==> src/rtl/intc_pkg.sv <==
// Shared definitions for the interrupt controller: register offsets, source bit
// positions and the CPU vector assigned to each source.
package intc_pkg;

   localparam int unsigned INTC_NSRC = 7;
   localparam int unsigned INTC_VECW = 3;

   // Wishbone word offsets
   typedef enum logic [1:0] {
      INTC_PENDING = 2'd0,
      INTC_MASK    = 2'd1,
      INTC_MODE    = 2'd2,
      INTC_STATUS  = 2'd3
   } intc_reg_e;

   // Source bit positions
   localparam int unsigned SRC_MMU      = 6;
   localparam int unsigned SRC_TIMER3   = 5;
   localparam int unsigned SRC_TIMER2   = 4;
   localparam int unsigned SRC_TIMER1   = 3;
   localparam int unsigned SRC_TIMER0   = 2;
   localparam int unsigned SRC_UART0_RX = 1;
   localparam int unsigned SRC_UART0_TX = 0;

   // CPU vectors; 0 means no interrupt
   localparam logic [INTC_VECW-1:0] VEC_MMU      = 3'd1;
   localparam logic [INTC_VECW-1:0] VEC_TIMER0   = 3'd2;
   localparam logic [INTC_VECW-1:0] VEC_TIMER1   = 3'd3;
   localparam logic [INTC_VECW-1:0] VEC_TIMER2   = 3'd4;
   localparam logic [INTC_VECW-1:0] VEC_TIMER3   = 3'd5;
   localparam logic [INTC_VECW-1:0] VEC_UART0_RX = 3'd6;
   localparam logic [INTC_VECW-1:0] VEC_UART0_TX = 3'd7;

endpackage

==> src/rtl/intcontroller_if.sv <==
// Wishbone slave bus for the interrupt controller register file.
//   master: drives cyc/stb/we/adr/sel/dat_i, receives dat_o/ack_o
//   slave : the controller side
interface intcontroller_if;
   logic        cyc_i;
   logic        stb_i;
   logic        we_i;
   logic [1:0]  adr_i;
   logic [3:0]  sel_i;
   logic [31:0] dat_i;
   logic [31:0] dat_o;
   logic        ack_o;

   modport master (
      output cyc_i, stb_i, we_i, adr_i, sel_i, dat_i,
      input  dat_o, ack_o
   );

   modport slave (
      input  cyc_i, stb_i, we_i, adr_i, sel_i, dat_i,
      output dat_o, ack_o
   );
endinterface

==> src/rtl/intc_prio.sv <==
// Combinational priority encoder: highest set bit of active_i wins and is mapped
// to its CPU vector. Output is 0 when nothing is active.
//   active_i : pending & mask
//   vector_o : encoded vector
module intc_prio
   import intc_pkg::*;
#(
   parameter int unsigned NSRC = INTC_NSRC,
   parameter int unsigned VECW = INTC_VECW
) (
   input  logic [NSRC-1:0] active_i,
   output logic [VECW-1:0] vector_o
);

   always_comb begin
      vector_o = '0;
      if (active_i[SRC_MMU])           vector_o = VECW'(VEC_MMU);
      else if (active_i[SRC_TIMER3])   vector_o = VECW'(VEC_TIMER3);
      else if (active_i[SRC_TIMER2])   vector_o = VECW'(VEC_TIMER2);
      else if (active_i[SRC_TIMER1])   vector_o = VECW'(VEC_TIMER1);
      else if (active_i[SRC_TIMER0])   vector_o = VECW'(VEC_TIMER0);
      else if (active_i[SRC_UART0_RX]) vector_o = VECW'(VEC_UART0_RX);
      else if (active_i[SRC_UART0_TX]) vector_o = VECW'(VEC_UART0_TX);
   end

endmodule

==> src/rtl/intcontroller.sv <==
// Interrupt controller for the bexkat2 CPU. Latches sources in edge or level
// mode, masks them, priority-encodes and presents a registered vector.
//   clk_i, reset_n : clock, async active-low reset
//   bus            : Wishbone slave (PENDING, MASK, MODE, STATUS)
//   src_i          : raw interrupt requests (synchronous)
//   int_en         : CPU global interrupt enable
//   cpu_interrupt  : vector to CPU, 0 = none
module intcontroller
   import intc_pkg::*;
#(
   parameter int unsigned NSRC = INTC_NSRC,
   parameter int unsigned VECW = INTC_VECW
) (
   input  logic            clk_i,
   input  logic            reset_n,
   intcontroller_if.slave  bus,
   input  logic [NSRC-1:0] src_i,
   input  logic            int_en,
   output logic [VECW-1:0] cpu_interrupt
);

   logic [NSRC-1:0] pend_q, pend_d;
   logic [NSRC-1:0] mask_q, mask_d;
   logic [NSRC-1:0] mode_q, mode_d;
   logic [NSRC-1:0] prev_q;
   logic [NSRC-1:0] clr;
   logic [NSRC-1:0] active;
   logic [VECW-1:0] vec;
   logic [VECW-1:0] cpu_q, cpu_d;
   logic            ack_q, ack_d;
   logic [31:0]     dat_q, dat_d;
   logic            access;
   logic            wr_lo;
   logic            unused_bits;

   // An access is the cycle in which ack is about to be registered high.
   assign access = bus.cyc_i & bus.stb_i & ~ack_q;
   assign wr_lo  = access & bus.we_i & bus.sel_i[0];
   assign active = pend_q & mask_q;

   intc_prio #(
      .NSRC (NSRC),
      .VECW (VECW)
   ) u_prio (
      .active_i (active),
      .vector_o (vec)
   );

   always_comb begin
      mask_d = mask_q;
      mode_d = mode_q;
      dat_d  = dat_q;
      ack_d  = access;
      clr    = '0;

      if (wr_lo) begin
         unique case (intc_reg_e'(bus.adr_i))
            INTC_PENDING: clr    = bus.dat_i[NSRC-1:0];
            INTC_MASK:    mask_d = bus.dat_i[NSRC-1:0];
            INTC_MODE:    mode_d = bus.dat_i[NSRC-1:0];
            INTC_STATUS:  ;
         endcase
      end

      // Edge bits: set beats W1C. Level bits: track the source directly.
      pend_d = (mode_q & ((pend_q & ~clr) | (src_i & ~prev_q))) | (~mode_q & src_i);

      if (access) begin
         dat_d = '0;
         unique case (intc_reg_e'(bus.adr_i))
            INTC_PENDING: dat_d[NSRC-1:0] = pend_q;
            INTC_MASK:    dat_d[NSRC-1:0] = mask_q;
            INTC_MODE:    dat_d[NSRC-1:0] = mode_q;
            INTC_STATUS: begin
               dat_d[8 +: NSRC]  = src_i;
               dat_d[VECW-1:0]   = cpu_q;
            end
         endcase
      end

      cpu_d = (int_en && (active != '0)) ? vec : '0;
   end

   always_ff @(posedge clk_i or negedge reset_n) begin
      if (!reset_n) begin
         pend_q <= '0;
         mask_q <= '0;
         mode_q <= '0;
         prev_q <= '0;
         cpu_q  <= '0;
         ack_q  <= 1'b0;
         dat_q  <= '0;
      end else begin
         pend_q <= pend_d;
         mask_q <= mask_d;
         mode_q <= mode_d;
         prev_q <= src_i;
         cpu_q  <= cpu_d;
         ack_q  <= ack_d;
         dat_q  <= dat_d;
      end
   end

   assign bus.ack_o     = ack_q;
   assign bus.dat_o     = dat_q;
   assign cpu_interrupt = cpu_q;

   // Upper write bytes are read-only zero.
   assign unused_bits = ^{bus.dat_i[31:NSRC], bus.sel_i[3:1]};

endmodule

==> src/flat_wrapper.sv <==
// flat-port wrapper written by rule: the top's interface ports become plain ports
module intcontroller_flat import intc_pkg::*;
#(
   parameter int unsigned NSRC = INTC_NSRC,
   parameter int unsigned VECW = INTC_VECW
)
  (clk_i, reset_n, src_i, int_en, cpu_interrupt, bus_cyc_i, bus_stb_i, bus_we_i, bus_adr_i, bus_sel_i, bus_dat_i, bus_dat_o, bus_ack_o);
  intcontroller_if bus_i ();
  input  logic clk_i;
  input  logic reset_n;
  input  logic [NSRC-1:0] src_i;
  input  logic int_en;
  output logic [VECW-1:0] cpu_interrupt;
  input wire logic [$bits(bus_i.cyc_i)-1:0] bus_cyc_i;
  input wire logic [$bits(bus_i.stb_i)-1:0] bus_stb_i;
  input wire logic [$bits(bus_i.we_i)-1:0] bus_we_i;
  input wire logic [$bits(bus_i.adr_i)-1:0] bus_adr_i;
  input wire logic [$bits(bus_i.sel_i)-1:0] bus_sel_i;
  input wire logic [$bits(bus_i.dat_i)-1:0] bus_dat_i;
  output wire logic [$bits(bus_i.dat_o)-1:0] bus_dat_o;
  output wire logic [$bits(bus_i.ack_o)-1:0] bus_ack_o;
  assign bus_i.cyc_i = bus_cyc_i;
  assign bus_i.stb_i = bus_stb_i;
  assign bus_i.we_i = bus_we_i;
  assign bus_i.adr_i = bus_adr_i;
  assign bus_i.sel_i = bus_sel_i;
  assign bus_i.dat_i = bus_dat_i;
  assign bus_dat_o = bus_i.dat_o;
  assign bus_ack_o = bus_i.ack_o;
  intcontroller #(.NSRC(NSRC), .VECW(VECW)) u_core (.clk_i(clk_i), .reset_n(reset_n), .bus(bus_i), .src_i(src_i), .int_en(int_en), .cpu_interrupt(cpu_interrupt));
endmodule
==> config.mk <==
export PLATFORM = sky130hd
export DESIGN_NAME = intcontroller_flat
export DESIGN_NICKNAME = d
export VERILOG_FILES = /design/src/rtl/intc_pkg.sv /design/src/rtl/intcontroller_if.sv /design/src/rtl/intc_prio.sv /design/src/rtl/intcontroller.sv /design/src/flat_wrapper.sv
export SDC_FILE = /design/constraint.sdc
export NUM_CORES = 1
export LEC_CHECK = 0
export ABC_AREA = 1
export BUFFER_PORTS_ARGS = -buffer_cell sky130_fd_sc_hd__buf_2
export CAP_MARGIN = 15
export CELL_PAD_IN_SITES_DETAIL_PLACEMENT = 1
export CELL_PAD_IN_SITES_GLOBAL_PLACEMENT = 2
export CORE_MARGIN = 2
export CORE_UTILIZATION = 27
export DETAILED_ROUTE_END_ITERATION = 16
export PLACE_DENSITY = 0.78
export SKIP_CTS_REPAIR_TIMING = 1
export SLEW_MARGIN = 30
export SYNTH_ARGS = -nofsm -noshare
export SYNTH_HDL_FRONTEND = slang
export SYNTH_SLANG_ARGS = --single-unit
==> constraint.sdc <==
create_clock -name clk_i -period 1.58 [get_ports clk_i]
set_input_delay 0.158 -clock clk_i [delete_from_list [all_inputs] [get_ports clk_i]]
set_output_delay 0.158 -clock clk_i [all_outputs]
set_load 0.005 [all_outputs]
# --- Word level (Yosys, flattened, before mapping) ---
# Index checks and enable logic that the tools add are counted.
classes:
  eq_ne: 3
  muxes: 13
  n_bitwise: 15
  n_reduce_logical: 5
op_table:
  columns: ["operator", "n"]
  rows:
  - ["AND 7 bit", 5]
  - ["two-way mux 3 bit", 8]
  - ["two-way mux 7 bit", 3]
  - ["NOT 7 bit", 3]
  - ["bitwise OR 7 bit", 2]
  - ["one-hot mux 3 bit (4 select lines)", 1]
  - ["one-hot mux 4 bit (3 select lines)", 1]
  - ["nonzero test 7 bit", 1]
  - ["AND 1 bit", 4]
  - ["equality test 2 bit (second input constant)", 2]
  - ["AND reduction 2 bit", 2]
  - ["equality test 2 x 1 -> 1 bit (second input constant)", 1]
  - ["logical NOT 2 bit", 1]
  - ["logical AND 1 bit", 1]
  - ["NOT 1 bit", 1]
word_totals:
  reg_bits: 46
  in_bits: 51
  out_inout_bits: 36

# --- Longest topological paths before layout ---
depth:
  depth_word: 10
  ltp_mapped: 6
  ltp_nobuf: 6

# --- By module ---
# From an unflattened synthesis, not the netlist that was laid out.
hier_totals:
  cells_unflattened: 293
  hier_area_um2: 2263.4
by_module_without_submodules:
  columns: ["module", "instances", "cells_each", "area_each_um2"]
  rows:
  - ["intcontroller", 1, 277, 2195.9]
  - ["intc_prio", 1, 16, 67.6]

# --- Least setup slack after synthesis ---
# Ideal clock, no wire load.
synth_path:
  path_type: "register -> register"
  startpoint: "register u_core.ack_q (netlist: u_core.bus.ack_o)"
  endpoint: "register u_core.mode_q[3]"
  setup_ns: 0.118
  t_arrival_ns: 1.056
  required_ns: 1.462
  slack_ns: 0.405
  stages_incl_launch_ff: 7
  synth_period_minus_slack_ns: 1.175
  path_cell_list: "dfrtp_1 -> nand3b_4 -> nor2_8 -> nand2_4 -> buf_6 -> nand2_1 -> o21ai_2"
synth_via:
  elab_chain_len: 5
synth_rtl:
  columns: ["item", "line", "rtl"]
  rows:
  - ["start: declaration", "intcontroller.sv:30", "logic ack_q, ack_d;"]
  - ["start signal: assignment", "intcontroller.sv:99", "ack_q <= ack_d;"]
  - ["NOT 1 bit", "intcontroller.sv:37", "assign access = bus.cyc_i & bus.stb_i & ~ack_q;"]
  - ["AND 1 bit", "intcontroller.sv:37", null]
  - ["AND 1 bit (2 in a row)", "intcontroller.sv:38", "assign wr_lo = access & bus.we_i & bus.sel_i[0];"]
  - ["AND reduction 2 bit (no source line)", null, null]
  - ["end signal: assignment", "intcontroller.sv:96", "mode_q <= mode_d;"]
  - ["end: declaration", "intcontroller.sv:24", "logic [NSRC-1:0] mode_q, mode_d;"]
# Every way passes these cells.
# A chain may end at the register's enable or synchronous reset.

# --- Final worst setup path ---
layout_path:
  startpoint: "register u_core.ack_q (netlist: u_core.bus.ack_o)"
  endpoint: "register u_core.mask_q[2]"
layout_via:
  elab_chain_len: 5
layout_rtl:
  columns: ["item", "line", "rtl"]
  rows:
  - ["NOT 1 bit", "intcontroller.sv:37", null]
  - ["AND 1 bit", "intcontroller.sv:37", null]
  - ["AND 1 bit (2 in a row)", "intcontroller.sv:38", null]
  - ["AND reduction 2 bit (no source line)", null, null]
  - ["end signal: assignment", "intcontroller.sv:95", "mask_q <= mask_d;"]
  - ["end: declaration", "intcontroller.sv:23", "logic [NSRC-1:0] mask_q, mask_d;"]
# Every way passes these cells.

==> impl_metrics.csv <==
group,metric,value,unit
global_routing,grt_max_degree,47,
outcome,outcome,"complete, no violations",
worst_setup_path,end_kind,"register",
global_routing,grt.overflow.total,0,
floorplan,boundaryPins,87,
timing,setup-tns-final,0,ps
yosys,synth_top_family_by_area,"simple AND/OR/NAND/NOR gates",
worst_setup_path,arrival,1490,ps
flow_run,cap_violations,0,
yosys,yosys.area.top_type,"dfrtp_1",
placement,portBuffers,40,
drt,final_antenna_net_count,0,
worst_setup_path,cp_slowest_cell,"dfrtp_1",
global_routing,grtUsageTotal,12.5,%
floorplan,core_region_area,0.00813,sq mm
cells_and_area,seq_area,0.00115,sq mm
yosys,synth_area_leaders,"dfrtp_1, nand2_1, buf_4, o21ai_2, inv_1",
global_routing,grt_first_pass_wirelength,8630,um
yosys,ys_seq_area_share,51.5,%
yosys,ys_warn_count,0,
timing,setup_slack,273,ps
placement,place_congestion,0.744,
worst_setup_path,critPathKind,"reg2reg",
global_routing,antenna_found_initial,0,
timing,slew_violations,0,
timing,rsz0062_at_grt,"false",
worst_hold_path,hp-class,"in2reg",
cells_and_area,nFillCells,977,
yosys,synthAdderAreaFrac,0,%
worst_setup_path,crit_chain,"nand3b_4 > nor2_8 > nand2_4 > nand2_1 > o21ai_2",
floorplan,dieArea,0.00903,sq mm
pwr,power_density,1060,mW/mm^2
timing,clock_skew,9.72,ps
yosys,syn_inst,268,
cts,ctsHtreeMaxLevel,2,
cts,cts_tree,"done",
yosys,synthesis.area,0.00224,sq mm
yosys,ys_ff_latch,46,
placement,pre_cts_ws,271,ps
cells_and_area,stdcell_count,426,
cells_and_area,syn_to_final_growth,19.9,%
worst_setup_path,cp.depth,5,
drt,firstDrtPassIters,4,
timing,min_period_over_period,82.7,%
cts,cts_made_buffers,5,
worst_setup_path,critPathMaxFanout,14,
yosys,netlist.area_leader.share,51.5,%
drt,wire_per_inst,12.4,um
cts,clock_latency,300,ps
timing,final_hold_viol_count,0,
placement,dp_hpwl,3790,um
cts,clkTransAtPathRegs,90,ps
cts,cts_sinks,46,
timing,setup_violations,0,
drt,drt_iter0_drc,59,
cts,cts_root_buffer,"clkbuf_8",
drt,drt-vias-per-instance,4.21,
global_routing,grt_pass1_vias,1692,
yosys,avgSynthCellArea,8.35,sq um
floorplan,fp.dieH,95.0,um
cts,cts.path.max_buffers,2,
cells_and_area,n_antenna_cell,0,
yosys,synth_compound_area_share,7.16,%
placement,dp_cells,411,
drt,wl,5290,um
cells_and_area,multi_input_area,895,sq um
yosys,synth_xor_xnor_area_share,0,%
worst_setup_path,path_buf_inv,0,
pwr,ir_drop,416,uV
yosys,synth_simple_gate_area_share,29.8,%
worst_hold_path,hold_depth,1,
floorplan,start_util,27.5,%
floorplan,row_count,33,
drt,vias,1792,
worst_setup_path,required,1770,ps
worst_setup_path,reg2reg_slack,270,ps
floorplan,die_w,95.0,um
worst_setup_path,crit_path_max_incr_delay,390,ps
worst_setup_path,cp_top_family,"simple AND/OR/NAND/NOR gates",
worst_setup_path,ff2ff_path_depth,5,
cells_and_area,fin_nets,371,
drt,drc,0,
timing,fmax,765,MHz
timing,min_period,1310,ps
yosys,synthMuxAreaShare,0,%
yosys,synth.distinct_cells,21,
worst_setup_path,start_kind,"register",
cells_and_area,drive_gt1_share,22.7,%
pwr,power_leakage,1.49,nW
-- area by class of cell --
| type | instances | area share [%] |
|---|---|---|
| sequential | 46 | 42.9 |
| multi-input combinational | 194 | 33.3 |
| timing repair buffer | 51 | 11.7 |
| tap | 105 | 4.90 |
| inverter | 22 | 3.08 |
| clock buffer | 6 | 2.71 |
| clock inverter | 2 | 1.40 |
-- metrics by stage --
stage / hold slack [ps] / instance area [sq um] / power (mW) / utilization (%)
2_1_floorplan: -138 / 2300 / 1.78 / -
3_3_place_gp: 163 / 2500 / 1.96 / 30.8
3_5_place_dp: 167 / 2500 / 1.98 / 30.8
4_1_cts: -163 / 2610 / 2.86 / 32.1
5_1_grt: 3.48 / 2680 / 3.02 / 33.0
6_report: 7.84 / 2680 / 2.83 / 33.0
-- sequential cells by signal, indices dropped and copies added, names as in the netlist --
| name | cells |
|---|---|
| u_core.mode_q | 7 |
| u_core.mask_q | 7 |
| u_core.prev_q | 7 |
| u_core.cpu_interrupt | 3 |
| u_core.bus.ack_o | 1 |
| u_core.bus.dat_o | 14 |
| u_core.pend_q | 7 |
-- routing by layer --
layer,GRT usage [%],routed length [um]
met5,0,0
met2,19.9,2500
met3,2.77,239
met4,3.74,72
met1,17.1,2490
-- cells in the mapped netlist --
| cell type | number |
|---|---|
| a21oi_1 | 1 |
| buf_4 | 19 |
| buf_6 | 2 |
| clkbuf_1 | 2 |
| clkinv_1 | 2 |
| conb_1 | 1 |
| dfrtp_1 | 46 |
| inv_1 | 19 |
| inv_2 | 1 |
| nand2_1 | 123 |
| nand2_2 | 3 |
| nand2_4 | 2 |
| nand3_1 | 12 |
| nand3b_4 | 1 |
| nand4_1 | 3 |
| nor2_1 | 6 |
| nor2_4 | 2 |
| nor2_8 | 1 |
| o21ai_0 | 8 |
| o21ai_1 | 2 |
| o21ai_2 | 12 |
-- path summary, 6_finish.rpt --
kind,start,to
worst max register to register,u_core.bus.ack_o,u_core.mask_q[2]
min in group asynchronous,reset_n,u_core.bus.dat_o[9]
max in group asynchronous,reset_n,u_core.mode_q[1]
worst min-delay path,src_i[3],u_core.prev_q[3]
worst max-delay path,u_core.bus.ack_o,u_core.mask_q[2]
worst min register to register,u_core.bus.dat_o[0],u_core.bus.dat_o[0]
-- cell usage in the layout (no fill, tap or decap), types with 2 or more instances in the layout --
| cell | Yosys | routed |
|---|---|---|
| conb_1 | 1 | 18 |
| nor2_1 | 6 | 6 |
| o21ai_2 | 12 | 12 |
| nand2_4 | 2 | 2 |
| clkbuf_8 | 0 | 5 |
| nand4_1 | 3 | 3 |
| clkinv_1 | 2 | 2 |
| o21ai_0 | 8 | 8 |
| o21ai_1 | 2 | 2 |
| nand3_1 | 12 | 12 |
| inv_1 | 19 | 19 |
| nand2_2 | 3 | 3 |
| nor2_4 | 2 | 2 |
| buf_2 | 0 | 40 |
| dlygate4sd3_1 | 0 | 7 |
| nand2_1 | 123 | 123 |
| buf_4 | 19 | 3 |
| dfrtp_1 | 46 | 46 |
-- power breakdown --
part           leakage, nW  internal (mW)  switching, mW  total (mW)
Sequential           0.588           1.33          0.110        1.44
Clock               0.0514          0.473          0.410       0.883
Combinational        0.846          0.215          0.297       0.512
Total                 1.49           2.01          0.818        2.83
-- cells by family after synthesis --
kind of cell    count (synthesis)
buf+inv                        45
simple gates                  153
flops                          46
other cells                     1
compound gates                 23
Note: power is estimated with default switching activity, not from simulation.
